<file path="src/rtl/alarm_pkg.sv">
// Shared definitions for the alarm controller family.
//   TMR_W          : width of the sequencing timer
//   TMR_ONE        : timer-width constant 1 (decrement / delay-1 loads)
//   alarm_state_t  : FSM state encoding (OFF=00, ARMED=01, TRIGGERED=10, ALARM_ON=11)
//   lowest_zone()  : index of the lowest set bit of a 4-bit trip vector
package alarm_pkg;

    localparam int unsigned TMR_W = 16;
    localparam logic [TMR_W-1:0] TMR_ONE = TMR_W'(1);

    typedef enum logic [1:0] {
        ST_OFF       = 2'b00,
        ST_ARMED     = 2'b01,
        ST_TRIGGERED = 2'b10,
        ST_ALARM_ON  = 2'b11
    } alarm_state_t;

    function automatic logic [1:0] lowest_zone(input logic [3:0] v);
        logic [1:0] idx;
        casez (v)
            4'b???1: idx = 2'd0;
            4'b??10: idx = 2'd1;
            4'b?100: idx = 2'd2;
            4'b1000: idx = 2'd3;
            default: idx = 2'd0;
        endcase
        return idx;
    endfunction

endpackage

</file>
<file path="src/rtl/alarm_zone_debounce.sv">
// One-zone debouncer: zone_q rises on the edge where zone_raw has been
// sampled high for DEB_CYC consecutive edges and falls on the first low sample.
//   clk, rst_n : clock, asynchronous active-low reset
//   ena        : clock enable, registers hold when low
//   zone_raw   : raw sensor level
//   zone_q     : qualified zone level
module alarm_zone_debounce #(
    parameter logic [3:0] DEB_CYC = 4'd3
) (
    input  logic clk,
    input  logic rst_n,
    input  logic ena,
    input  logic zone_raw,
    output logic zone_q
);

    // Counts high samples already taken; saturates at DEB_CYC-1 once qualified.
    logic [3:0] cnt;

    always_ff @(posedge clk or negedge rst_n) begin
        if (!rst_n) begin
            cnt    <= '0;
            zone_q <= 1'b0;
        end else if (ena) begin
            if (!zone_raw) begin
                cnt    <= '0;
                zone_q <= 1'b0;
            end else if (cnt >= DEB_CYC - 4'd1) begin
                zone_q <= 1'b1;
            end else begin
                cnt <= cnt + 4'd1;
            end
        end
    end

endmodule

</file>
<file path="src/rtl/alarm_seq_ctrl.sv">
// Alarm sequencing controller: arm with exit delay, per-zone debounce,
// entry delay for delayed zones, instant zone 0, bounded siren, coded disarm.
//   clk, rst_n              : clock, asynchronous active-low reset
//   ena                     : clock enable; low freezes everything and ignores requests
//   arm_req                 : arm request (OFF only)
//   disarm_req, code_ok     : disarm, qualified only when both high
//   zone_in, zone_mask      : raw zone levels (zone 0 instant), bypass mask
//   state, next_state       : registered state, combinational next state
//   alarm                   : siren, high while ALARM_ON
//   exit_active             : exit delay running
//   zone_id, zone_valid     : latched trip zone and its valid flag
module alarm_seq_ctrl
    import alarm_pkg::*;
#(
    parameter logic [TMR_W-1:0] EXIT_DLY  = 16'd1000,
    parameter logic [TMR_W-1:0] ENTRY_DLY = 16'd500,
    parameter logic [TMR_W-1:0] SIREN_MAX = 16'd4000,
    parameter logic [3:0]       DEB_CYC   = 4'd3
) (
    input  logic       clk,
    input  logic       rst_n,
    input  logic       ena,
    input  logic       arm_req,
    input  logic       disarm_req,
    input  logic       code_ok,
    input  logic [3:0] zone_in,
    input  logic [3:0] zone_mask,
    output logic [1:0] state,
    output logic [1:0] next_state,
    output logic       alarm,
    output logic       exit_active,
    output logic [1:0] zone_id,
    output logic       zone_valid
);

    alarm_state_t     state_q, state_d;
    logic [TMR_W-1:0] timer_q;
    logic             alarm_q, exit_q, zone_valid_q;
    logic [1:0]       zone_id_q;
    logic [3:0]       zone_q;
    logic [3:0]       trip;
    logic             disarm_ok;
    logic             timer_zero;

    for (genvar g = 0; g < 4; g++) begin : g_zone
        alarm_zone_debounce #(
            .DEB_CYC (DEB_CYC)
        ) u_deb (
            .clk      (clk),
            .rst_n    (rst_n),
            .ena      (ena),
            .zone_raw (zone_in[g]),
            .zone_q   (zone_q[g])
        );
    end

    assign disarm_ok  = disarm_req & code_ok;
    assign timer_zero = (timer_q == '0);
    // Trips are blind while disarmed and during the exit delay.
    assign trip = (state_q == ST_OFF || exit_q) ? '0 : (zone_q & ~zone_mask);

    always_comb begin
        state_d = state_q;
        if (ena) begin
            case (state_q)
                ST_OFF: begin
                    if (arm_req) state_d = ST_ARMED;
                end
                ST_ARMED: begin
                    if (disarm_ok)   state_d = ST_OFF;
                    else if (|trip)  state_d = trip[0] ? ST_ALARM_ON : ST_TRIGGERED;
                end
                ST_TRIGGERED: begin
                    if (disarm_ok)                   state_d = ST_OFF;
                    else if (trip[0] || timer_zero)  state_d = ST_ALARM_ON;
                end
                ST_ALARM_ON: begin
                    if (disarm_ok)       state_d = ST_OFF;
                    else if (timer_zero) state_d = ST_ARMED;
                end
                default: state_d = ST_OFF;
            endcase
        end
    end

    always_ff @(posedge clk or negedge rst_n) begin
        if (!rst_n) begin
            state_q      <= ST_OFF;
            timer_q      <= '0;
            alarm_q      <= 1'b0;
            exit_q       <= 1'b0;
            zone_id_q    <= '0;
            zone_valid_q <= 1'b0;
        end else if (ena) begin
            state_q <= state_d;
            alarm_q <= (state_d == ST_ALARM_ON);
            if (state_q != ST_OFF && disarm_ok) begin
                timer_q      <= '0;
                exit_q       <= 1'b0;
                zone_valid_q <= 1'b0;
            end else begin
                case (state_q)
                    ST_OFF: begin
                        if (arm_req) begin
                            timer_q <= EXIT_DLY - TMR_ONE;
                            exit_q  <= 1'b1;
                        end
                    end
                    ST_ARMED: begin
                        if (exit_q) begin
                            if (timer_zero) exit_q  <= 1'b0;
                            else            timer_q <= timer_q - TMR_ONE;
                        end else if (|trip) begin
                            zone_id_q    <= lowest_zone(trip);
                            zone_valid_q <= 1'b1;
                            timer_q      <= trip[0] ? (SIREN_MAX - TMR_ONE) : (ENTRY_DLY - TMR_ONE);
                        end
                    end
                    ST_TRIGGERED: begin
                        if (trip[0]) begin
                            zone_id_q <= 2'd0;
                            timer_q   <= SIREN_MAX - TMR_ONE;
                        end else if (timer_zero) begin
                            timer_q <= SIREN_MAX - TMR_ONE;
                        end else begin
                            timer_q <= timer_q - TMR_ONE;
                        end
                    end
                    ST_ALARM_ON: begin
                        // Timer rests at zero on the return to ARMED.
                        if (!timer_zero) timer_q <= timer_q - TMR_ONE;
                    end
                    default: timer_q <= '0;
                endcase
            end
        end
    end

    assign state       = state_q;
    assign next_state  = state_d;
    assign alarm       = alarm_q;
    assign exit_active = exit_q;
    assign zone_id     = zone_id_q;
    assign zone_valid  = zone_valid_q;

endmodule

</file>
<file path="config.mk">
export PLATFORM = sky130hd
export DESIGN_NAME = alarm_seq_ctrl
export DESIGN_NICKNAME = d
export VERILOG_FILES = /design/src/rtl/alarm_pkg.sv /design/src/rtl/alarm_zone_debounce.sv /design/src/rtl/alarm_seq_ctrl.sv
export SDC_FILE = /design/constraint.sdc
export NUM_CORES = 1
export LEC_CHECK = 0
export ABC_AREA = 1
export CORE_MARGIN = 2
export CORE_UTILIZATION = 55
export CTS_BUF_LIST = sky130_fd_sc_hd__clkbuf_16
export DETAILED_ROUTE_END_ITERATION = 12
export PLACE_DENSITY = 0.74
export SKIP_CTS_REPAIR_TIMING = 1
export SYNTH_ARGS = -nofsm -noshare
export SYNTH_HDL_FRONTEND = slang
export SYNTH_SLANG_ARGS = --single-unit
</file>
<file path="constraint.sdc">
create_clock -name clk -period 2.5 [get_ports clk]
set_input_delay 0.25 -clock clk [delete_from_list [all_inputs] [get_ports clk]]
set_output_delay 0.25 -clock clk [all_outputs]
set_load 0.05 [all_outputs]
</file>
Yosys cells after proc, flatten, opt, wreduce, memory -nomap -nowiden
Cells that the tools add are included.
- add/subtract/negate cells: 5
- multipliers: 0
- divide/modulo/power cells: 0
- order comparisons: 4
- equal/unequal tests: 21
- shifts and indexed selects: 0
- multiplexer cells: 50
- bitwise gates (word level): 4
- reductions and logical operators: 23
- operator list (kind ; count):
    $mux 16 ; 7
    $pmux 16 s4 ; 1
    $mux 4 ; 9
    $mux 2 ; 11
    $mux 1 ; 17
    $add 4x1->4 const B ; 4
    $ge 4x2->1 const B ; 4
    $logic_not 16->1 ; 1
    $reduce_and 2->1 ; 8
    $sub 16x1->16 const B ; 1
    $ne 2x2->1 const B ; 7
    $mux 12 ; 1
    $ne 2x1->1 const B ; 5
    $eq 2x2->1 const B ; 4
    $pmux 2 s4 ; 1
    $reduce_bool 2->1 ; 4
    $pmux 2 s3 ; 1
    $reduce_and 3->1 ; 2
    $reduce_and 6->1 ; 1
    $and 4x4->4 ; 1
    $eq 4x4->1 const B ; 1
    $ne 4x4->1 const B ; 1
    $not 4->4 ; 1
    $pmux 2 s2 ; 1
    12 further kinds ; 13
- flip-flop bits (word level): 43
- latch bits: 0
- bits in writable memories: 0
- memory bits (read-only): 0
- logic and storage cells: 121
- memories: 0

Longest topological paths before layout
- depth in word-level cells: 9
- gate-level depth with buffers: 14
- mapped depth without buffers: 13

By module
Synthesis repeated with hierarchy kept, for this count alone.
- cells, all modules: 473
- area, all modules: 3054.2 um2
- modules (own cells, without submodules) (module ; instances ; cells each ; area an instance (um2)):
    alarm_seq_ctrl ; 1 ; 321 ; 1954.4
    alarm_zone_debounce (g_zone[0].u_deb ...) ; 3 ; 38 ; 274.0
    alarm_zone_debounce (g_zone[3].u_deb) ; 1 ; 38 ; 277.8

Worst setup path after synthesis
No wires, ideal clock.
- path type: register to output
- from: reg state_q[1] (netlist: state[1])
- to: out next_state[0]
- arrival time: 2677 ps
- data required time: 2250 ps
- setup slack: -427 ps
- stages on the path, launching flop included: 13
- cell sequence: dfrtp_1 inv_1 ha_1 buf_6 nor2_8 nand2_4 nand2_4 inv_1 nand2_1 nand3_1 nor2_1 nor2_1 a21oi_1
- longest elaborated chain between the ends: 8
- elaborated cells between the ends (all ways): 15
- ends and longest elaborated chain (what ; RTL line ; text):
    start: declaration ; alarm_seq_ctrl.sv:36 ; alarm_state_t state_q, state_d;
    start signal: assignment ; alarm_seq_ctrl.sv:95 ; state_q <= state_d;
    $logic_not 2->1 ; alarm_seq_ctrl.sv:60, alarm_seq_ctrl.sv:65 ;
    $logic_or 1x1->1 ; alarm_seq_ctrl.sv:60 ; assign trip = (state_q == ST_OFF || exit_q) ? '0 : (zone_q & ~zone_mask);
    $mux 4 ; alarm_seq_ctrl.sv:60 ;
    $reduce_or 4->1, or another cell as far along ; alarm_seq_ctrl.sv:71 ; else if (|trip) state_d = trip[0] ? ST_ALARM_ON : ST_TRIGGERED;
    $mux 2 (on tied branches) ; alarm_seq_ctrl.sv:71, alarm_seq_ctrl.sv:75 ;
    $mux 2 (on tied branches) ; alarm_seq_ctrl.sv:70, alarm_seq_ctrl.sv:74 ;
    $pmux 2 s4 (*) ; alarm_seq_ctrl.sv:65 ; case (state_q)
    $mux 2 (*) ; alarm_seq_ctrl.sv:64 ; if (ena) begin
    end: declaration ; alarm_seq_ctrl.sv:29 ; output logic [1:0] next_state,
Every way passes the cells marked *; elsewhere a longest branch is shown, timed or not.

Worst setup path after layout
- from: reg state_q[0] (netlist: state[0])
- to: out next_state[0]
- longest elaborated chain between the ends: 8
- elaborated cells between the ends (all ways): 18
- ends and longest elaborated chain (what ; RTL line):
    $logic_not 2->1 ; alarm_seq_ctrl.sv:60, alarm_seq_ctrl.sv:65
    $logic_or 1x1->1 ; alarm_seq_ctrl.sv:60
    $mux 4 ; alarm_seq_ctrl.sv:60
    $reduce_or 4->1, or another cell as far along ; alarm_seq_ctrl.sv:71
    $mux 2 (on tied branches) ; alarm_seq_ctrl.sv:71, alarm_seq_ctrl.sv:75
    $mux 2 (on tied branches) ; alarm_seq_ctrl.sv:70, alarm_seq_ctrl.sv:74
    $pmux 2 s4 ; alarm_seq_ctrl.sv:65
    $mux 2 (*) ; alarm_seq_ctrl.sv:64
Marked as above.

==> results.md <==
- Outcome: complete, no violations
- Req. time, crit path: 2.25 ns
- Overall Power: 4.73 mW
- Skew final: 0.00511 ns
- FF-to-FF End: timer_q[6]$_DFFE_PN0P_
- Clock Sinks: 43
- All-Layer GR Usage: 25.7%
- Rows: 27
- Post-route ant nets: 0
- Simple-Gate Fraction of Synth Area: 37.8%
- Post-route cell area: 3690 um2
- Largest net degree at the start of global routing: 44
- Proportion of netlist area held by the largest area contributor: 34.3%
- Number of distinct library cells after synthesis: 44
- Placer Congestion: 0.943
- Final hold violation count: 0
- Die Y: 79.6 um
- Multiplexer share of the synthesized area: 0%
- Clk slew on worst S/H paths: 0.07 ns
- Critical Path Sink: next_state[0]
- Total Wirelength: 7.82 mm
- Ys async rst share: 100%
- Initial DRC Count: 199
- Grt total ovfl: 0
- Layout overhead on the synthesized area: 17.7%
- Data arrival time of the critical path: 2.14 ns
- Post-synthesis compound-gate area fraction: 11.8%
- Synthesis-stage register bit count: 43
- Largest family of logic cells by synthesized area: simple AND/OR/NAND/NOR gates
- Leak Pwr: 1.91 nW
- Die width: 79.6 um
- Initial core utilization: 57.0%
- Placed Area: 3490 um2
- Crit path capture type: primary output
- Min Hold Slack: 0.0314 ns
- Syn Area/Cell: 7.18 um2
- # fillers: 504
- Worst Tran Pin Value: 0.554 ns
- Post-synth EDFFs: 0
- Layout cells sized above 1: 15.1%
- Max IR drop VDD: 0.605 mV
- TritonCTS Buffers: 5
- Critical path cell sequence: inv_1 -> ha_4 -> nor2_8 -> nand2_4 -> nand2_4 -> nor2_8 -> nand2_1 -> nand2_1 -> nor2_1 -> nor2_2 -> a21oi_4 -> buf_6
- Warnings from Yosys: 0
- Max Cap Viol: 0
- Worst hold path type: in -> async
- Max Slew Vio Count: 0
- Post-Synth Adder-Cell Area: 5.98%
- Max FO, Critical Path: 6
- Main synth FF type: dfrtp_1
- Worst path slowest cell: dfrtp_1
- Post-synthesis sequential area ratio: 34.3%
- Root Driver: clkbuf_16
- Via/cell ratio: 5.50
- Clock Path Buffers: 2
- XOR/XNOR Fraction of Synth Area: 0.837%
- Pwr dens: 1280 nW/um2
- Top cell family by delay on the critical path: simple AND/OR/NAND/NOR gates
- R2R cell count: 10
- Fin crit period: 2.39 ns
- Worst path max stage delay: 0.38 ns
- ANT cells: 0
- CTS tree: done
- Worst-Skew Late Latency: 0.29 ns
- Port bufs: 22
- # IOs: 23
- Worst R2R Setup Slack: 0.37 ns
- Critical path startpoint: state[0]$_DFFE_PN0P_
- Drc violations: 0
- 1st-pass router iterations: 5
- Final setup fails: 0
- Syn nets: 466
- Syn Inst Count: 437
- Worst Path Buf+Inv: 2
- Critical Path Stages: 12
- Critical path type: reg -> out
- Drt wl/cell: 14.4 um
- Post-synthesis cell area: 3140 um2
- First-pass GRT wire length: 12.8 mm
- Dpl hpwl: 5.78 mm
- Final setup TNS: 0 ns
- R2R Path Start: state[0]$_DFFE_PN0P_
- Slew margin rel.: 63.1%
- Largest cells by area after synthesis: dfrtp_1 (34%), nand2_1 (13%), nor2_1 (7.3%), inv_1 (6.5%), ha_1 (6.0%)
- Fmax: 419 MHz
- H-tree depth: 2
- Via count: 2,986
- Startpoint Class: flip-flop
- Vias in the first global route: 2,786
- Period utilisation layout: 95.4%
- Area of the die: 6330 um2
- Final #Nets: 499
- Area leader, netlist: dfrtp_1
- Initial antenna violation count: 0
- Core ar.: 5510 um2
[stage by stage]
step           instances  util, %  setup slack [ns]
2_1_floorplan        437        -           0.00367
3_3_place_gp         535     63.5             0.318
3_5_place_dp         535     63.5             0.252
4_1_cts              543     66.6           -0.0790
5_1_grt              543     67.1           -0.0202
6_report             543     67.1             0.115
[registers in the layout, indices dropped and copies added, names as in the netlist]
register             cells
g_zone.u_deb.cnt        16
state                    2
exit_active              1
zone_id                  2
zone_valid               1
g_zone.u_deb.zone_q      4
timer_q                 16
alarm                    1
[synthesized netlist by cell type (6+ instances only)]
cell type / number
dfrtp_1: 43
a21oi_1: 13
nand2_1: 108
o21ai_0: 21
nor2_2: 9
nand2_2: 6
o22ai_1: 6
inv_1: 54
nand3_1: 30
nor2_1: 61
ha_1: 15
nand4_1: 6
[worst min path at each step]
stage,startpoint,depth (start not counted),slack [ns],endpoint
2_1_floorplan,rst_n,0,-0.05,alarm$_DFFE_PN0P_
3_3_place_gp,rst_n,2,0.36,timer_q[12]$_DFFE_PN0P_
3_5_place_dp,rst_n,2,0.36,timer_q[12]$_DFFE_PN0P_
4_1_cts,rst_n,2,0.06,zone_valid$_DFFE_PN0P_
5_1_grt,rst_n,2,0.10,timer_q[15]$_DFFE_PN0P_
6_report,rst_n,2,0.03,timer_q[15]$_DFFE_PN0P_
[metal layers]
metal  wire [um]  track usage (%)  up-vias  part of all wire, %
met5           0                0        -                    0
met4         151             8.79        0                  1.9
met2        4000             46.3       92                   51
li1            -                -     1470                    -
met3         359             3.28       18                  4.6
met1        3310             31.6     1406                   42
[cell families (layout without fill, tap and decap cells)]
kind of cell,count (synthesis),count (layout)
adders and majority gates,15,15
xor gates and xnor gates,3,3
AOI/OAI and AO/OA,62,62
DFF,43,43
buffers and inverters,69,103
and+or+nand+nor,245,245
[final cells by class]
| class | count | area [um2] | share of cell area, % |
|---|---|---|---|
| flip-flops and latches | 43 | 1080 | 29.2 |
| repair buffers | 33 | 297 | 8.03 |
| clock buffers | 5 | 125 | 3.39 |
| well taps | 72 | 90.1 | 2.44 |
| inverters | 62 | 238 | 6.44 |
| multi-input cells | 325 | 1820 | 49.3 |
| clock inverters | 3 | 47.5 | 1.29 |
[power breakdown]
| part | switching (mW) | total, mW | internal (mW) |
|---|---|---|---|
| registers | 0.233 | 1.17 | 0.940 |
| clock network | 0.294 | 0.771 | 0.477 |
| logic | 1.80 | 2.78 | 0.986 |
[cell usage in the layout (no fill, tap or decap), types with 6 or more instances in the layout]
cell type        count
buf_4               12
nand4_1              6
ha_1                14
nand2_1            108
a21oi_1             12
nor2_2              10
o21ai_0             21
dfrtp_1             42
nor2_1              60
clkdlybuf4s50_1     19
nand3_1             30
nand2_2              6
inv_1               54
No activity file was read; power rests on OpenSTA's default activity.
